<file path="src/rtl/div_pkg.sv">
// Shared definitions for the iterative divide controller: FSM state
// encodings, default width, the divide-by-zero quotient and the operand
// magnitude helper.
package div_pkg;

    localparam int DIV_WIDTH_DEFAULT = 32;

    // Widest operand the magnitude helper and DBZ constant can serve.
    localparam int DIV_MAX_WIDTH = 64;

    // Controller states, kept as plain constants for the legacy decoders.
    typedef logic [1:0] div_state_t;
    localparam div_state_t IDLE = 2'd0;
    localparam div_state_t ITER = 2'd1;
    localparam div_state_t FIX  = 2'd2;
    localparam div_state_t DONE = 2'd3;

    // Quotient reported for a zero divisor; users slice the low WIDTH bits.
    localparam logic [DIV_MAX_WIDTH-1:0] DBZ_QUOTIENT = '1;

    // Magnitude of a width-bit operand held zero-extended in 'value'.
    // Signed negatives are negated modulo 2^width, so the most negative
    // value maps onto itself. Only the low 'width' bits of the result matter.
    function automatic logic [DIV_MAX_WIDTH-1:0] abs_mag(
        input logic [DIV_MAX_WIDTH-1:0] value,
        input int unsigned              width,
        input logic                     is_signed
    );
        logic [DIV_MAX_WIDTH-1:0] top;
        top = value >> (width - 1);
        return (is_signed && top[0]) ? -value : value;
    endfunction

endpackage

</file>
<file path="src/rtl/div_step.sv">
// Combinational radix-2 restoring divide slice: retires STEPS quotient
// bits per evaluation. The dividend magnitude is shifted out of the top of
// the quotient register into the remainder while quotient bits shift in.
module div_step
    import div_pkg::*;
#(
    parameter int WIDTH = DIV_WIDTH_DEFAULT,
    parameter int STEPS = 1
) (
    input  logic [WIDTH:0]   rem_in,
    input  logic [WIDTH-1:0] quo_in,
    input  logic [WIDTH-1:0] mag,
    output logic [WIDTH:0]   rem_out,
    output logic [WIDTH-1:0] quo_out
);

    logic [WIDTH:0] shifted;

    // Unrolled shift / compare / conditional subtract, STEPS times.
    always_comb begin
        // NOTE: blocking assignments chain each unrolled step onto the
        // previous one, and every variable gets a default first so no latch
        // is inferred.
        rem_out = rem_in;
        quo_out = quo_in;
        shifted = '0;
        for (int i = 0; i < STEPS; i++) begin
            shifted = (rem_out << 1) | (WIDTH + 1)'(quo_out[WIDTH-1]);
            quo_out = {quo_out[WIDTH-2:0], 1'b0};
            if (shifted >= {1'b0, mag}) begin
                shifted    = shifted - {1'b0, mag};
                quo_out[0] = 1'b1;
            end
            rem_out = shifted;
        end
    end

endmodule

</file>
<file path="src/rtl/div_sequencer.sv">
// Multi-cycle DIV/DIVU controller. Latches one request, runs WIDTH/STEPS
// restoring iterations, applies the sign fix-up and pulses done for one
// cycle. busy stalls the main control FSM; cancel flushes without a result.
module div_sequencer
    import div_pkg::*;
#(
    parameter int WIDTH = DIV_WIDTH_DEFAULT,
    parameter int STEPS = 1   // 1, 2 or 4; must divide WIDTH
) (
    input  logic             clock,
    input  logic             reset,
    input  logic             start,
    input  logic             is_signed,
    input  logic [WIDTH-1:0] dividend,
    input  logic [WIDTH-1:0] divisor,
    input  logic             cancel,
    output logic             busy,
    output logic             done,
    output logic [WIDTH-1:0] q,
    output logic [WIDTH-1:0] r,
    output logic             div_by_zero
);

    localparam int CNT_W = $clog2(WIDTH + 1);
    localparam logic [CNT_W-1:0] CNT_STEP = CNT_W'(STEPS);
    localparam logic [CNT_W-1:0] CNT_LAST = CNT_W'(WIDTH - STEPS);

    div_state_t       state;
    logic [CNT_W-1:0] count;
    logic             dvd_neg;    // signed op with negative dividend
    logic             dvs_neg;    // signed op with negative divisor
    logic             dbz_pending;
    logic [WIDTH-1:0] dvd_orig;   // raw dividend, returned as r on /0
    logic [WIDTH-1:0] dvs_mag;
    logic [WIDTH:0]   rem_acc;    // one spare bit holds the shifted value
    logic [WIDTH-1:0] quo_acc;

    logic [WIDTH:0]   rem_next;
    logic [WIDTH-1:0] quo_next;
    logic [WIDTH-1:0] dividend_mag;
    logic [WIDTH-1:0] divisor_mag;
    logic [WIDTH-1:0] quo_fixed;
    logic [WIDTH-1:0] rem_fixed;

    assign dividend_mag = WIDTH'(abs_mag(DIV_MAX_WIDTH'(dividend), WIDTH, is_signed));
    assign divisor_mag  = WIDTH'(abs_mag(DIV_MAX_WIDTH'(divisor),  WIDTH, is_signed));

    // Quotient is negative when operand signs differ; remainder follows
    // the dividend. Negation wraps, which yields MIN / -1 = MIN, r = 0.
    assign quo_fixed = (dvd_neg ^ dvs_neg) ? -quo_acc : quo_acc;
    assign rem_fixed = dvd_neg ? -rem_acc[WIDTH-1:0] : rem_acc[WIDTH-1:0];

    assign busy = (state == ITER) || (state == FIX);
    assign done = (state == DONE);

    div_step #(
        .WIDTH (WIDTH),
        .STEPS (STEPS)
    ) u_step (
        .rem_in  (rem_acc),
        .quo_in  (quo_acc),
        .mag     (dvs_mag),
        .rem_out (rem_next),
        .quo_out (quo_next)
    );

    // Control FSM, operand capture, iteration datapath and result registers.
    always_ff @(posedge clock or posedge reset) begin
        if (reset) begin
            state       <= IDLE;
            count       <= '0;
            dvd_neg     <= 1'b0;
            dvs_neg     <= 1'b0;
            dbz_pending <= 1'b0;
            dvd_orig    <= '0;
            dvs_mag     <= '0;
            rem_acc     <= '0;
            quo_acc     <= '0;
            q           <= '0;
            r           <= '0;
            div_by_zero <= 1'b0;
        end else if (cancel) begin
            // Flush: drop the operation and any same-cycle start; results hold.
            state <= IDLE;
        end else begin
            case (state)
                IDLE, DONE: begin
                    if (start) begin
                        dvd_neg     <= is_signed & dividend[WIDTH-1];
                        dvs_neg     <= is_signed & divisor[WIDTH-1];
                        dvd_orig    <= dividend;
                        dvs_mag     <= divisor_mag;
                        quo_acc     <= dividend_mag;
                        rem_acc     <= '0;
                        count       <= '0;
                        dbz_pending <= (divisor == '0);
                        state       <= (divisor == '0) ? FIX : ITER;
                    end else begin
                        state <= IDLE;
                    end
                end
                ITER: begin
                    rem_acc <= rem_next;
                    quo_acc <= quo_next;
                    count   <= count + CNT_STEP;
                    if (count == CNT_LAST) begin
                        state <= FIX;
                    end
                end
                FIX: begin
                    if (dbz_pending) begin
                        q           <= DBZ_QUOTIENT[WIDTH-1:0];
                        r           <= dvd_orig;
                        div_by_zero <= 1'b1;
                    end else begin
                        q           <= quo_fixed;
                        r           <= rem_fixed;
                        div_by_zero <= 1'b0;
                    end
                    state <= DONE;
                end
                default: state <= IDLE;
            endcase
        end
    end

endmodule

</file>
<file path="config.mk">
export PLATFORM = sky130hd
export DESIGN_NAME = div_sequencer
export DESIGN_NICKNAME = d
export VERILOG_FILES = /design/src/rtl/div_pkg.sv /design/src/rtl/div_step.sv /design/src/rtl/div_sequencer.sv
export SDC_FILE = /design/constraint.sdc
export NUM_CORES = 1
export LEC_CHECK = 0
export BUFFER_PORTS_ARGS = -buffer_cell sky130_fd_sc_hd__clkbuf_2
export CAP_MARGIN = 20
export CORE_ASPECT_RATIO = 1.5
export CORE_MARGIN = 3
export CORE_UTILIZATION = 50
export CTS_BUF_LIST = sky130_fd_sc_hd__clkbuf_16
export CTS_CLUSTER_SIZE = 20
export DETAILED_ROUTE_END_ITERATION = 7
export GPL_TIMING_DRIVEN = 0
export PLACE_DENSITY_LB_ADDON = 0.2
export SLEW_MARGIN = 30
export SYNTH_ARGS = -nofsm -noshare
export SYNTH_HDL_FRONTEND = slang
export SYNTH_HIERARCHICAL = 1
export SYNTH_SLANG_ARGS = --single-unit
</file>
<file path="constraint.sdc">
create_clock -name clock -period 8.05 [get_ports clock]
set_input_delay 1.2075 -clock clock [delete_from_list [all_inputs] [get_ports clock]]
set_output_delay 1.2075 -clock clock [all_outputs]
set_load 0.005 [all_outputs]
</file>
### After elaboration in Yosys (flattened, before gate mapping)

Index checks and enable logic that the tools add are counted.

| word-level totals | value |
|---|---|
| flip-flop bits (word level) | 204 |
| output and inout port bits | 67 |
| word-level logic and storage cells | 60 |

| operators by class | value |
|---|---|
| add/sub/neg operators | 6 |
| magnitude comparators | 1 |
| equality and inequality tests | 6 |
| muxes and demuxes | 20 |
| bitwise logic cells | 5 |
| reduce and logical (&&, ||, !) cells | 10 |

Operator list:

| cell | count |
|---|---|
| two-way mux 32 bit | 9 |
| negation 32 bit | 4 |
| one-hot mux 32 bit (2 select lines) | 2 |
| >= comparator 33 x 32 -> 1 bit | 1 |
| OR 33 x 1 -> 33 bit | 1 |
| zero test 32 bit | 1 |
| subtractor 32 bit | 1 |
| one-hot mux 6 bit (2 select lines) | 1 |
| two-way mux 2 bit | 4 |
| adder 6 x 1 -> 6 bit (second input constant) | 1 |
| equality test 6 x 5 -> 1 bit (second input constant) | 1 |
| two-way mux 6 bit | 1 |
| one-hot mux 2 bit (3 select lines) | 1 |
| AND reduction 3 bit | 2 |
| equality test 2 bit (second input constant) | 2 |
| inequality test 3 x 2 -> 1 bit (second input constant) | 1 |
| AND 1 bit | 2 |
| equality test 2 x 1 -> 1 bit (second input constant) | 1 |
| logical AND 1 bit | 2 |
| zero test 2 bit | 1 |
| two-way mux 1 bit | 2 |
| inequality test 2 bit (second input constant) | 1 |
| AND reduction 2 bit | 1 |
| nonzero test 2 bit | 1 |
| other kinds (4) | 4 |

### Depth between registers and ports, before layout

Gate-level depths: netlist of the first run.

| depth | value |
|---|---|
| word-level depth | 5 |
| depth in mapped cells | 14 |

### Hierarchy

Netlist of the first run, hierarchy kept.

By module, submodules not included:

| module | instances | cells an instance | area an instance (um^2) |
|---|---|---|---|
| div_sequencer | 1 | 1288 | 11217.0 |
| div_step | 1 | 396 | 2645.0 |

### Worst setup path before layout of the first run

No wires, ideal clock.

| timing path | value |
|---|---|
| path type | input-to-reg |
| from | in dividend[0] |
| to | reg quo_acc[28] |
| arrival time | 2731 ps |
| slack | 5180 ps |
| stages on the path | 8 |
| cells stage by stage | inv_1 > ha_1 > or4b_1 > nor2_1 > clkbuf_1 > a41oi_1 > xnor2_1 > o22ai_1 |

| on the way | value |
|---|---|
| word-level cells in the longest chain between the ends | 4 |

RTL lines:

| what | line | RTL |
|---|---|---|
| from (decl) | div_sequencer.sv:14 | `input logic [WIDTH-1:0] dividend,` |
| negation 32 bit | div_pkg.sv:31 | `return (is_signed && top[0]) ? -value : value;` |
| two-way mux 32 bit | div_pkg.sv:31 |  |
| two-way mux 32 bit | div_sequencer.sv:88 | `if (start) begin` |
| one-hot mux 32 bit (2 select lines) | div_sequencer.sv:86 | `case (state)` |
| to (signal assigned) | div_sequencer.sv:93 | `quo_acc <= dividend_mag;` |
| to (signal assigned) | div_sequencer.sv:104 | `quo_acc <= quo_next;` |
| to (decl) | div_sequencer.sv:36 | `logic [WIDTH-1:0] quo_acc;` |

No other way between the ends. The select of a mux whose other input is x is not followed.
A chain may end at the register's enable or synchronous reset.

### Worst setup path after layout of the first run

| timing path | value |
|---|---|
| from | reg quo_acc[31] |
| to | reg rem_acc[28] |

| on the way | value |
|---|---|
| word-level cells in the longest chain between the ends | 4 |

RTL lines:

| what | line | RTL |
|---|---|---|
| OR 33 x 1 -> 33 bit * | div_step.sv:28 | `shifted = (rem_out << 1) \| (WIDTH + 1)'(quo_out[WIDTH-1]);` |
| subtractor 32 bit / >= comparator 33 x 32 -> 1 bit (equally long branches) | div_step.sv:31, div_step.sv:30 |  |
| two-way mux 32 bit * | div_step.sv:30 | `if (shifted >= {1'b0, mag}) begin` |
| named net rem_next[28] | div_sequencer.sv:38 | `logic [WIDTH:0] rem_next;` |
| one-hot mux 32 bit (2 select lines) * | div_sequencer.sv:86 |  |
| to (signal assigned) | div_sequencer.sv:103 | `rem_acc <= rem_next;` |
| to (decl) | div_sequencer.sv:35 | `logic [WIDTH:0] rem_acc;` |

Mark *: on every way through the listed nets, which the timed path passes. The rest lies on a longest branch.

==> metrics.md, run 1 <==
| Metric | Value |
|---|---|
| CP max stage cell | dfrtp_1 |
| Nets | about 1900 |
| Power per Cell Area | 342.2 mW/mm2 |
| Multi-input gate area | just under 0.008 mm2 |
| Gr usage total | 0.3021 |
| CTS H-tree depth | 1 |
| Largest net degree at the start of global routing | 90 |
| Worst hold path type | register to register |
| Diodes inserted | 0 |
| Worst path buffer plus inverter count | 1 |
| Hold Buf Count CTS | 0 |
| Crit path DAT | roughly 3800 ps |
| DRT Wirelength | 45780 um |
| Final period util | 0.4145 |
| Switching share of power | 0.4347 |
| Initial antenna violation count | 0 |
| RePlAce Congestion | 0.9566 |
| Worst setup EP type | register |
| Vias per cell | 5.894 |
| Syn Area/Cell | 8.238 um2 |
| Gr busiest metal | met2 |
| Die area | 0.02961 mm2 |
| CTS tree | built |
| Period minus WS final | between 3000 and 4000 ps |
| Global routing met3 resource utilization | 0.02941 |
| Setup TNS | 0 ps |
| Crit path kind | register to register |
| Max-capacitance violation count | 0 |
| Cell Int Power | between 3 and 4 mW |
| Vias | about 13000 |
| CP peak stage delay | 530 ps |
| DP HPWL | approximately 36000 um |
| Critical path data required time | 8470 ps |
| RSZ-0062 raised after global routing | no |
| Num rows | 73 |
| # resized after CTS | 0 |
| Worst-path clk slew | approximately 60 ps |
| Dpl ws | around 4400 ps |
| Startpoint types | register |
| Crit-path max FO | 7 |
| Final hold violation count | 0 |
| # Post-CTS Setup Buffers | 0 |
| Initial DRC Count | 765 |
| Seq pwr share | 0.336 |
| Port bufs | ~130 |
| Crit-path leading delay family | compound AO/OA/AOI/OAI gates |
| Status | completed |
| Die width | 141.5 um |
| Cts bufs inserted | 24 |
| Worst-Skew Late Latency | between 500 and 600 ps |
| Clk pwr share | 0.198 |
| Gr ovfl total | 0 |
| Global-route wire length before repair | between 60000 and 70000 um |
| Seq. cell area | between 0.005 and 0.006 mm2 |
| I/O pin count | around 140 |
| Fillers | 2460 |
| Layout cells sized above 1 | 0.1474 |
| Worst slew pin tran | 920.8 ps |
| Slew Limit Fails | 0 |
| Routed len/inst | roughly 21 um |
| Core area | 0.02685 mm2 |
| Routing usage on met2 | 0.5503 |
| Critical-path cell list | inv_1, ha_1, fa_1, and2b_1, o21bai_4, a211oi_2, o31ai_2, a21oi_2, a21oi_2, o31ai_2, xnor2_1, mux2_4, nand3_1, nand2_1 |
| VDD IR max | 0.2521 mV |
| CTS sink cnt | roughly 200 |
| Mapped cell area | 0.01377 mm2 |
| Area grow syn2layout | 13.93% |
| LEAKAGE | 7.357 nW |
| Routed Antenna Nets | 0 |
| Chip height | 209.3 um |
| Clk root buf | clkbuf_16 |
| Syn nets | roughly 1800 |
| Clk buf depth | 3 |
| Comb pwr share | 0.466 |
| Sw power | approximately 2.3 mW |
| Max Freq | 299.7 MHz |
| # DRC | 0 |
| DR pass1 iterations | 5 |
| Slack of the critical path | 4713 ps |
| Initial Util | 0.5129 |
| Relative slew margins | 0.3838 |
| Post-synthesis instance total | approximately 1700 |
| Layout Skew | roughly 14 ps |
| Final setup violation count | 0 |
| Synth Warn # | 6 |
| Vias in the first global route | between 10000 and 15000 |
| M1 GR Usage | 0.3079 |
## power by group through the flow
stage	Combinational, mW	Sequential [mW]	Clock [mW]
finish	2.50	1.80	1.06
global placement	2.43	1.80	0
detailed placement	2.48	1.81	0
global route	2.75	1.85	1.11
CTS	2.49	1.80	1.07
floorplan	1.71	1.72	0
## routing by layer
layer  share of wire  vias up
li1                -     6177
met5               0        -
met3           0.044      178
met2            0.52      456
met4           0.093        0
met1            0.35     6092
## tightest hold or removal path, stage by stage, from the launching register on
cell	delay, ps
dfrtp_1	340
nand2_1	40
o21ai_0	60
## through the flow
step / total power [mW] / util / cell area [um2] / hold slack (ps) / cells
after floorplan: 3.426 / - / 13770 / 437.4 / 1672
after global placement: 4.232 / 0.5536 / 14870 / 458.2 / 2143
after detailed placement: 4.291 / 0.5563 / 14940 / 457.3 / 2145
after CTS: 5.366 / 0.5843 / 15690 / 480.9 / 2189
after global routing: 5.716 / 0.5843 / 15690 / 497.1 / 2189
final: 5.370 / 0.5843 / 15690 / 480.2 / 2189
## sequential cells by signal, indices dropped and copies added, names as in the netlist
name / cells
dvd_orig: 32
dvs_mag: 32
q: 32
quo_acc: 32
r: 32
rem_acc: 32
count: 6
state: 2
dbz_pending: 1
div_by_zero: 1
dvd_neg: 1
dvs_neg: 1
## cell usage in the layout, fill, tap and decap left out, types with 11 or more instances in the layout
master and instances:
nand2_1 249, dfrtp_1 204, nor2_1 163, a21oi_1 143
clkbuf_2 134, o21ai_0 97, clkbuf_1 81, xnor2_1 75
inv_1 74, nand3_1 55, xor2_1 55, ha_1 40
o22ai_1 36, a31oi_1 33, buf_4 33, nor3_1 29
clkbuf_16 25, a21o_1 19, mux2i_1 18, o21ai_1 17
o31ai_1 16, nand4_1 14, and3_1 12, buf_2 12
or4_1 11
## path summary, 6_finish.rpt
check / from / to / slack, ps / depth (start not counted)
worst max-delay path: quo_acc[31] / rem_acc[28] / 4710 / 14
worst min-delay path: dvs_mag[27] / dvs_mag[27] / 480 / 2
worst max register to register: quo_acc[31] / rem_acc[28] / 4710 / 14
worst min register to register: dvs_mag[27] / dvs_mag[27] / 480 / 2
max in group asynchronous: reset / r[4] / 6200 / 4
min in group asynchronous: reset / state[1] / 710 / 2
## area by class of cell
cell class                      count  share of cell area
Clock buffer                       25             0.03987
Clock inverter                     19            0.008133
Tap cell                          337             0.02687
Multi-Input combinational cell   1267              0.4942
Inverter                           67             0.01651
Sequential cell                   204              0.3253
Timing Repair Buffer              136             0.04625
Buffer                            134             0.04282
No activity file was read; power rests on OpenSTA's default activity.
==> inputs of run 2 (changes only) <==
--- a/config.mk
+++ b/config.mk
@@ -5,6 +5,7 @@
 export SDC_FILE = /design/constraint.sdc
 export NUM_CORES = 1
 export LEC_CHECK = 0
+export ABC_AREA = 1
 export BUFFER_PORTS_ARGS = -buffer_cell sky130_fd_sc_hd__clkbuf_2
 export CAP_MARGIN = 20
 export CORE_ASPECT_RATIO = 1.5
==> constraint.sdc (replaced) <==
create_clock -name clock -period 2.9 [get_ports clock]
set_input_delay 0.435 -clock clock [delete_from_list [all_inputs] [get_ports clock]]
set_output_delay 0.435 -clock clock [all_outputs]
set_load 0.005 [all_outputs]
==> run 2 against run 1 <==
Effect of this change:
- critical endpoint is now rem_acc[26]
- first-iteration DRC count grew 21%
- clock skew decreased by 4.6 ps
- register-to-register slack got worse by 4600 ps
- setup slack worse by 4600 ps
- largest power group unchanged
- global-route usage increased by 4.1 points
==> metrics.md, run 2 <==
| Metric | Value |
|---|---|
| Status | completed |
| Max-capacitance violation count | 0 |
| Mapped cell area | between 0.015 and 0.02 mm2 |
| Vias per cell | 5.346 |
| Worst hold path type | input port to register |
| Cell area after placement | 0.01686 mm2 |
| Num rows | 78 |
| Layout Skew | about 9.1 ps |
| DR pass1 iterations | 5 |
| Design area | 0.01758 mm2 |
| Max Freq | approximately 360 MHz |
| Crit path kind | register to register |
| Chip height | 221.9 um |
| Global routing met3 resource utilization | 0.02924 |
| Relative slew margins | 0.3941 |
| Gr busiest metal | met2 |
| Die width | 149.9 um |
| Setup TNS | 0 ps |
| Worst-path clk slew | roughly 60 ps |
| Largest net degree at the start of global routing | 32 |
| Power per Cell Area | ~1300 mW/mm2 |
| DRT Wirelength | roughly 57000 um |
| Gr ovfl total | 0 |
| Area grow syn2layout | 13.17% |
| Die area | around 0.033 mm2 |
| Synth Warn # | 6 |
| DP HPWL | 47550 um |
| LEAKAGE | 9.534 nW |
| Crit-path max FO | 10 |
| Routed len/inst | between 15 and 20 um |
| Initial antenna violation count | 0 |
| Initial DRC Count | 927 |
| CTS sink cnt | between 200 and 250 |
| Routed Antenna Nets | 0 |
| RePlAce Congestion | 0.9591 |
| Tot Pwr | 22.22 mW |
| CTS H-tree depth | 1 |
| # Post-CTS Setup Buffers | 0 |
| Final hold violation count | 0 |
| CTS tree | built |
| Critical path data required time | ~3300 ps |
| Nets | between 2000 and 3000 |
| Final setup violation count | 0 |
| Worst hold stages | 3 |
| Worst Reg-to-Reg Cells | 14 |
| Cts bufs inserted | 22 |
| Layout cells sized above 1 | 0.1284 |
| Initial Util | 0.5102 |
| RSZ-0062 raised after global routing | no |
| Gr usage total | 0.3430 |
| Diodes inserted | 0 |
| Core area | 0.03045 mm2 |
| Clk root buf | clkbuf_16 |
| Hold WS | approximately 160 ps |
| M1 GR Usage | 0.3388 |
| Vias in the first global route | about 16000 |
| Final period util | 0.9513 |
| Syn Area/Cell | about 6.4 um2 |
| Global-route wire length before repair | ~87000 um |
| Worst slew pin tran | around 910 ps |
| Vias | between 15000 and 20000 |
| Reg2Reg Setup Slack | ~140 ps |
| Crit path DAT | 3200 ps |
| Worst-Skew Late Latency | about 520 ps |
| Routing usage on met2 | 0.6470 |
| Commonest non-fill, non-tap cell in the layout | nand2_1 |
| # DRC | 0 |
| Post-synthesis instance total | about 2400 |
| Worst setup EP type | register |
| Period minus WS final | 2759 ps |
| VDD IR max | ~0.85 mV |
| Slew Limit Fails | 0 |
| Startpoint types | register |
| Syn nets | 2530 |
| Port bufs | 135 |
| Clk buf depth | 3 |
| Most frequent cells in the layout | nand2_1 (759), inv_1 (348), nand3_1 (279) |
| I/O pin count | around 140 |
## run 2: final cells by class
| class | instances | area (um2) |
|---|---|---|
| buffer | 110 | 638.1 |
| clock buffer | 23 | 575.6 |
| clock inverter | 16 | 128.9 |
| fill | 3077 | 12870 |
| inverter | 357 | 1344 |
| multi-input combinational | 1749 | 8456 |
| sequential | 204 | 5106 |
| tap | 400 | 500.5 |
| timing repair buffer | 143 | 833.3 |
## run 2: worst max-delay path, stage by stage (launching register included)
cell and delay, ps:
dfrtp_1 490, ha_2 470, nand2_1 140, inv_2 90, nand2_2 90, nor3_2 280
nand2_1 120, nor2_2 210, nor2_4 100, nand2_8 110, buf_12 160, nand3_2 140
nand2_1 90, nand3_1 70, o21ai_1 110
## run 2: where the power goes
group	leakage [nW]	total [mW]	internal, mW	switching [mW]
Sequential	2.57	5.34	4.12	1.22
Clock	0.359	2.82	1.61	1.21
Combinational	6.61	14.1	4.77	9.29
Total	9.53	22.2	10.5	11.7
## run 2: repair_timing
item	in CTS	in global routing
setup endpoints to repair	0	6
gates resized for setup	0	2
hold endpoints to repair	19	0
hold buffers	1	0
## run 2: per-stage QoR
stage / util / setup WS [ps] / instances
after global routing: 0.5774 / 21.97 / 3002
after detailed placement: 0.5538 / 31.40 / 2962
final: 0.5774 / 141.2 / 3002
after global placement: 0.5490 / -1388 / 2955
after floorplan: - / -179.3 / 2420
after CTS: 0.5773 / 5.982 / 3002
## run 2: path summary, 6_finish.rpt
check,start,end
worst max-delay path,rem_acc[23],rem_acc[26]
worst min-delay path,dividend[0],dvd_orig[0]
worst max register to register,rem_acc[23],rem_acc[26]
worst min register to register,dvs_mag[29],dvs_mag[29]
max in group asynchronous,reset,dvs_mag[13]
min in group asynchronous,reset,q[6]
## run 2: routing by layer
layer,vias up,routed length [um]
met4,0,5376
met5,-,0
li1,7958,-
met2,550,30390
met1,7344,19120
met3,197,2502
